### src/rtl/shadow_ray_dispatcher_pkg.sv
// Shared types for the shadow-ray dispatcher slice: the surface-stage payload,
// the output FSM state encoding and the default lane count.
package shadow_ray_dispatcher_pkg;

  localparam int SHADOW_LANES_DEFAULT = 4;

  typedef struct packed {
    logic             bHit;
    logic [7:0]       tag;
    logic [2:0][31:0] hitPos;
    logic [2:0][15:0] normal;
    logic [15:0]      materialId;
  } SurfaceOutputData;

  typedef enum logic {
    OS_Wait,
    OS_Emit
  } DispatchOutState;

endpackage

### src/rtl/shadow_lane_result_slot.sv
// One-deep capture register for a single generator lane's result; the lane is
// held off through o_lane_output_fifo_full until the dispatcher retires the slot.
module shadow_lane_result_slot
  import shadow_ray_dispatcher_pkg::*;
(
  input  logic             clk,
  input  logic             resetn,
  input  logic             i_lane_valid,
  input  SurfaceOutputData i_lane_out,
  input  logic             i_clear,
  output logic             o_res_full,
  output SurfaceOutputData o_res_buf,
  output logic             o_lane_output_fifo_full
);

  logic             r_resFull;
  SurfaceOutputData r_resBuf;

  // A lane result arriving while the slot is still occupied is dropped so the
  // older, in-order result is never overwritten.
  always_ff @(posedge clk or negedge resetn) begin
    if (!resetn) begin
      r_resFull <= 1'b0;
      r_resBuf  <= '0;
    end else if (i_clear) begin
      r_resFull <= 1'b0;
    end else if (i_lane_valid && !r_resFull) begin
      r_resFull <= 1'b1;
      r_resBuf  <= i_lane_out;
    end
  end

  assign o_res_full              = r_resFull;
  assign o_res_buf               = r_resBuf;
  assign o_lane_output_fifo_full = r_resFull;

`ifndef SYNTHESIS
  a_noOverwrite : assert property (@(posedge clk) disable iff (!resetn)
    !(i_lane_valid && r_resFull));
`endif

endmodule

### src/rtl/shadow_ray_dispatcher.sv
// Round-robin spreader of surface items over NUM_LANES shadow-ray generator lanes,
// re-serialising results in input order. Optional counters: SHADOW_DISPATCH_STATS_EN.
module shadow_ray_dispatcher
  import shadow_ray_dispatcher_pkg::*;
#(
  parameter int NUM_LANES = SHADOW_LANES_DEFAULT,
  parameter int PTR_W     = $clog2(NUM_LANES)
) (
  input  logic                                clk,
  input  logic                                resetn,
  input  logic                                add_input,
  input  SurfaceOutputData                    input_data,
  output logic                                fifo_full,
  input  logic                                output_fifo_full,
  output logic                                valid,
  output SurfaceOutputData                    out,
  output logic             [NUM_LANES-1:0]    lane_add_input,
  output SurfaceOutputData                    lane_input_data,
  input  logic             [NUM_LANES-1:0]    lane_fifo_full,
  input  logic             [NUM_LANES-1:0]    lane_valid,
  input  SurfaceOutputData [NUM_LANES-1:0]    lane_out,
  output logic             [NUM_LANES-1:0]    lane_output_fifo_full
`ifdef SHADOW_DISPATCH_STATS_EN
  ,
  output logic             [31:0]             stat_dispatched,
  output logic             [31:0]             stat_retired,
  output logic             [31:0]             stat_stall_cycles
`endif
);

  logic [PTR_W-1:0]     r_dispPtr;
  logic [PTR_W-1:0]     r_collPtr;
  logic [NUM_LANES-1:0] r_busy;
  DispatchOutState      r_state;
  logic                 r_valid;
  SurfaceOutputData     r_out;
  logic [NUM_LANES-1:0] r_laneAdd;
  SurfaceOutputData     r_laneData;

  DispatchOutState      w_stateNext;
  logic                 w_accept;
  logic                 w_retire;
  logic [NUM_LANES-1:0] w_resFull;
  SurfaceOutputData     w_resBuf [NUM_LANES];

  // The busy bit covers the gap between dispatch and the lane raising its own full flag.
  assign fifo_full = r_busy[r_dispPtr] | lane_fifo_full[r_dispPtr];
  assign w_accept  = add_input && !fifo_full;

  for (genvar g = 0; g < NUM_LANES; g++) begin : g_slot
    shadow_lane_result_slot u_slot (
      .clk                     (clk),
      .resetn                  (resetn),
      .i_lane_valid            (lane_valid[g]),
      .i_lane_out              (lane_out[g]),
      .i_clear                 (w_retire && (r_collPtr == PTR_W'(g))),
      .o_res_full              (w_resFull[g]),
      .o_res_buf               (w_resBuf[g]),
      .o_lane_output_fifo_full (lane_output_fifo_full[g])
    );
  end

  always_ff @(posedge clk or negedge resetn) begin
    if (!resetn) begin
      r_dispPtr  <= '0;
      r_laneAdd  <= '0;
      r_laneData <= '0;
    end else begin
      r_laneAdd <= '0;
      if (w_accept) begin
        r_laneAdd[r_dispPtr] <= 1'b1;
        r_laneData           <= input_data;
        r_dispPtr            <= r_dispPtr + PTR_W'(1);
      end
    end
  end

  // Dispatch only targets a non-busy lane and retirement only a busy one, so the
  // two never collide on the same bit.
  always_ff @(posedge clk or negedge resetn) begin
    if (!resetn) begin
      r_busy <= '0;
    end else begin
      for (int i = 0; i < NUM_LANES; i++) begin
        if (w_accept && (r_dispPtr == PTR_W'(i))) begin
          r_busy[i] <= 1'b1;
        end else if (w_retire && (r_collPtr == PTR_W'(i))) begin
          r_busy[i] <= 1'b0;
        end
      end
    end
  end

  always_ff @(posedge clk or negedge resetn) begin
    if (!resetn) begin
      r_state   <= OS_Wait;
      r_collPtr <= '0;
      r_valid   <= 1'b0;
      r_out     <= '0;
    end else begin
      r_state <= w_stateNext;
      r_valid <= w_retire;
      if (w_retire) begin
        r_out     <= w_resBuf[r_collPtr];
        r_collPtr <= r_collPtr + PTR_W'(1);
      end
    end
  end

  // The Emit state enforces a dead cycle after every output pulse.
  always_comb begin
    w_stateNext = r_state;
    w_retire    = 1'b0;
    case (r_state)
      OS_Wait: begin
        if (w_resFull[r_collPtr] && !output_fifo_full) begin
          w_retire    = 1'b1;
          w_stateNext = OS_Emit;
        end
      end
      OS_Emit: w_stateNext = OS_Wait;
      default: w_stateNext = OS_Wait;
    endcase
  end

  assign valid           = r_valid;
  assign out             = r_out;
  assign lane_add_input  = r_laneAdd;
  assign lane_input_data = r_laneData;

`ifdef SHADOW_DISPATCH_STATS_EN
  logic [31:0] r_statDispatched;
  logic [31:0] r_statRetired;
  logic [31:0] r_statStall;

  always_ff @(posedge clk or negedge resetn) begin
    if (!resetn) begin
      r_statDispatched <= '0;
      r_statRetired    <= '0;
      r_statStall      <= '0;
    end else begin
      if (w_accept && (r_statDispatched != '1)) r_statDispatched <= r_statDispatched + 32'd1;
      if (w_retire && (r_statRetired != '1))    r_statRetired    <= r_statRetired + 32'd1;
      if (add_input && fifo_full && (r_statStall != '1)) r_statStall <= r_statStall + 32'd1;
    end
  end

  assign stat_dispatched   = r_statDispatched;
  assign stat_retired      = r_statRetired;
  assign stat_stall_cycles = r_statStall;
`endif

endmodule

### config.mk
export PLATFORM = sky130hd
export DESIGN_NAME = shadow_ray_dispatcher
export DESIGN_NICKNAME = d
export VERILOG_FILES = /design/src/rtl/shadow_ray_dispatcher_pkg.sv /design/src/rtl/shadow_lane_result_slot.sv /design/src/rtl/shadow_ray_dispatcher.sv
export SDC_FILE = /design/constraint.sdc
export NUM_CORES = 1
export LEC_CHECK = 0
export CORE_AREA = 2 2 470 472
export CTS_BUF_LIST = sky130_fd_sc_hd__clkbuf_16
export CTS_CLUSTER_DIAMETER = 60
export DETAILED_ROUTE_END_ITERATION = 6
export DIE_AREA = 0 0 472 474
export GPL_TIMING_DRIVEN = 1
export HOLD_SLACK_MARGIN = 0.1
export PLACE_DENSITY = 0.45
export SYNTH_ARGS = -nofsm -noshare
export SYNTH_HDL_FRONTEND = slang
export SYNTH_SLANG_ARGS = --single-unit
export TNS_END_PERCENT = 1
### constraint.sdc
create_clock -name clk -period 3.23 [get_ports clk]
set_input_delay 0.646 -clock clk [delete_from_list [all_inputs] [get_ports clk]]
set_output_delay 0.646 -clock clk [all_outputs]
set_load 0.02 [all_outputs]
==> results.toml <==
[clock_network]
htreeDepth = 4
cts.sinks = 1031
cts.clk_slew.worst_paths_ns = 0.06
cts_buffers = 142
post_cts_buffers = 0
clk_latency_ns = 0.79
tritoncts = "done"
cts-root-buf = "clkbuf_16"
clock_path_buffers = 3

[placed_design]
dp_cells = 6442
dp_hpwl_um = 135700
dp_slack_ns = -0.05334
gp_congestion = 0.8152
post_dp_cell_area_mm2 = 0.05985
io_buffer_count = 1204

[synth]
synth_nets = 3286
synth_ff_type = "dfrtp_1"
yosys-top-cells-count = "1,031 x dfrtp_1, 522 x mux2_2, 390 x mux2_4"
ys_ff_latch = 1031
ys_async_sr_fraction = 1.000
ys_seq_area_frac = 0.5864
synth_cell_types = 28
synth-edff-count = 0
synth_top_area_frac = 0.5864
synth_area_leaders = "dfrtp_1 59%, mux2_2 13%, mux2_4 13%, mux4_2 8.7%, mux2_1 2.6%"
synth_warnings = 0
synth_top_cell_by_area = "dfrtp_1"
synth.most_common_cell = "dfrtp_1"
syn_area_mm2 = 0.04400
postSynthCellCount = 2421
synth_area_per_cell_um2 = 18.17

[power]
leakage_nw = 26.37
ir_worst_vdd_mv = 0.4749
powerDensity_mw_per_mm2 = 1056

[worst_setup_path]
worstSetupStartpointType = "flop"
max_stage_delay_ns = 0.74
cp.arrival_ns = 3.54
crit_family = "compound AO/OA/AOI/OAI gates"
worstReg2RegEnd = "g_slot[0].u_slot.o_res_buf[153]"
cp_max_fo = 19
critPathSlowestCell = "a21oi_4"
r2r_slack_ns = 0.33
path_depth = 5
rr_worst_depth = 5
crit_end = "g_slot[0].u_slot.o_res_buf[153]"
crit_type = "flop to flop"
crit_start = "r_collPtr[1]"
regToRegStartpoint = "r_collPtr[1]"
path_cells = "mux2i_1 -> o22ai_4 -> a21oi_4 -> buf_4 -> mux2_4"
worstPathRequired_ns = 3.88
end_kind = "flop"
path_buf_inv = 1

[routing]
wl_um = 179200
vias = 27160
ant_nets = 0
drtIter0Drc = 1084
first_pass_iters = 5
viasPerCell = 4.025
drcViolationCount = 0
wire_per_inst_um = 26.56

[finish]
stdcell_count = 6747
nets = 4581
utilization = 0.2949
areaGrowthSynthToFinish_pct = 46.54
fillers = 21930
layout-drive-gt1-share = 0.3648
fin_area_mm2 = 0.06448

[floorplan]
io_pins = 1205
core_mm2 = 0.2187
start_util = 0.2012
row_count = 172
fp.dieW_um = 472
die_h_um = 474
die_area_mm2 = 0.2237

[global_route]
antenna_found_initial = 108
grt_usage = 0.1569
grt_pass1_vias = 29730
grt_max_degree = 101
grt_overflow_total = 0
grt_pass1_wl_um = 246300

[sta]
rsz0062_at_grt = "no"
hold_violations = 0
slew_headroom = 0.2998
max_clock_freq_mhz = 345.2
finalWorstSetupSlack_ns = 0.3331
fin_worst_skew_ns = 0.04976
min_period_ns = 2.897
finalMaxSlewViolations = 0
setup_viol = 0
worstMarginPinSlew_ns = 1.050
fin_crit_sh = 0.8969

[min_path]
hold_class = "input port to flop"

[run_status]
status = "finished, final reports clean"

[job]
max-cap-violations = 0
==> cells in the final DEF (no fill, tap or decap), drive strengths merged <==
cell	Yosys	layout
and2	1	1
nand3	1	1
clkinv	0	59
diode	0	46
nor2	4	4
and3	4	4
o22ai	2	2
mux4	170	170
nand2	5	5
nand2b	4	4
a21o	4	4
or3b	1	1
xnor2	1	1
bufinv	0	5
buf	126	101
or3	1	1
ha	8	8
dfrtp	1031	1031
o21a	4	4
a21oi	4	4
clkdlybuf4s50	0	1202
o21ai	2	2
dlygate4sd3	0	1
inv	5	43
clkbuf	27	143
mux2	1014	1014
mux2i	2	2
clkinvlp	0	13
==> through the flow <==
step           TNS (ns)  power [mW]  hold slack, ns
2_1_floorplan         0       41.12          0.3504
3_3_place_gp     -5.013       53.42          0.4613
3_5_place_dp    -0.9458       53.74          0.4670
4_1_cts               0       69.39          0.3635
5_1_grt               0       71.65          0.3925
6_report              0       68.07          0.4549
==> worst min-delay path by stage <==
stage / start / slack, ns / cells after the start / to
2_1_floorplan: resetn / 0.35 / 0 / g_slot[0].u_slot.o_lane_output_fifo_full
3_3_place_gp: r_busy[2] / 0.46 / 1 / r_busy[2]
6_report: input_data[144] / 0.45 / 2 / lane_input_data[144]
4_1_cts: input_data[113] / 0.36 / 2 / lane_input_data[113]
3_5_place_dp: r_busy[3] / 0.47 / 1 / r_busy[3]
5_1_grt: input_data[146] / 0.39 / 2 / lane_input_data[146]
==> power by group <==
part	leakage [nW]	switching (mW)	internal (mW)
sequential	12.4	3.92	19.6
combinational	11.8	12.4	17.0
clock	2.25	6.53	8.59
total	26.4	22.8	45.2
==> what timing repair did <==
action                                 CTS  global route
hold buffers                             1             0
resized for setup                        0             0
endpoints found under the hold margin   23             0
==> cell families (layout without fill, tap and decap cells) <==
kind of cell | Yosys count | count (layout) | synth area share
other cells | 0 | 46 | 0
fa+ha+maj | 8 | 8 | 0.002275
mux | 1186 | 1186 | 0.3803
simple gates | 21 | 21 | 0.002502
xor+xnor | 1 | 1 | 0.0001991
compound gates | 16 | 16 | 0.002673
flops | 1031 | 1031 | 0.5864
buf+inv | 158 | 1567 | 0.02573
==> registers in the layout, indices dropped and copies added, names as in the netlist <==
name and count:
g_slot.u_slot.o_lane_output_fifo_full 4, g_slot.u_slot.o_res_buf 676, lane_add_input 4, lane_input_data 169
out 169, r_busy 4, r_collPtr 2, r_dispPtr 2
r_state 1
==> final cells by class <==
cell class                      count  area, µm²  area share
Sequential cell                  1031      25810      0.4003
Multi-Input combinational cell   1232      17110      0.2654
Timing Repair Buffer             1304      13330      0.2068
Tap cell                         2871       3592     0.05571
Clock buffer                      143       3578     0.05550
Clock inverter                    115      917.1     0.01422
Antenna cell                       46      115.1    0.001785
Inverter                            5      18.77   0.0002911
==> layer usage <==
layer  GRT usage  share of wire  wire length [µm]
met1      0.1845           0.40             71260
met2      0.2479           0.47             84270
met3     0.06745          0.089             15920
met4     0.06941          0.039              7041
met5    0.001730         0.0038               680
No activity file was read; power rests on OpenSTA's default activity.
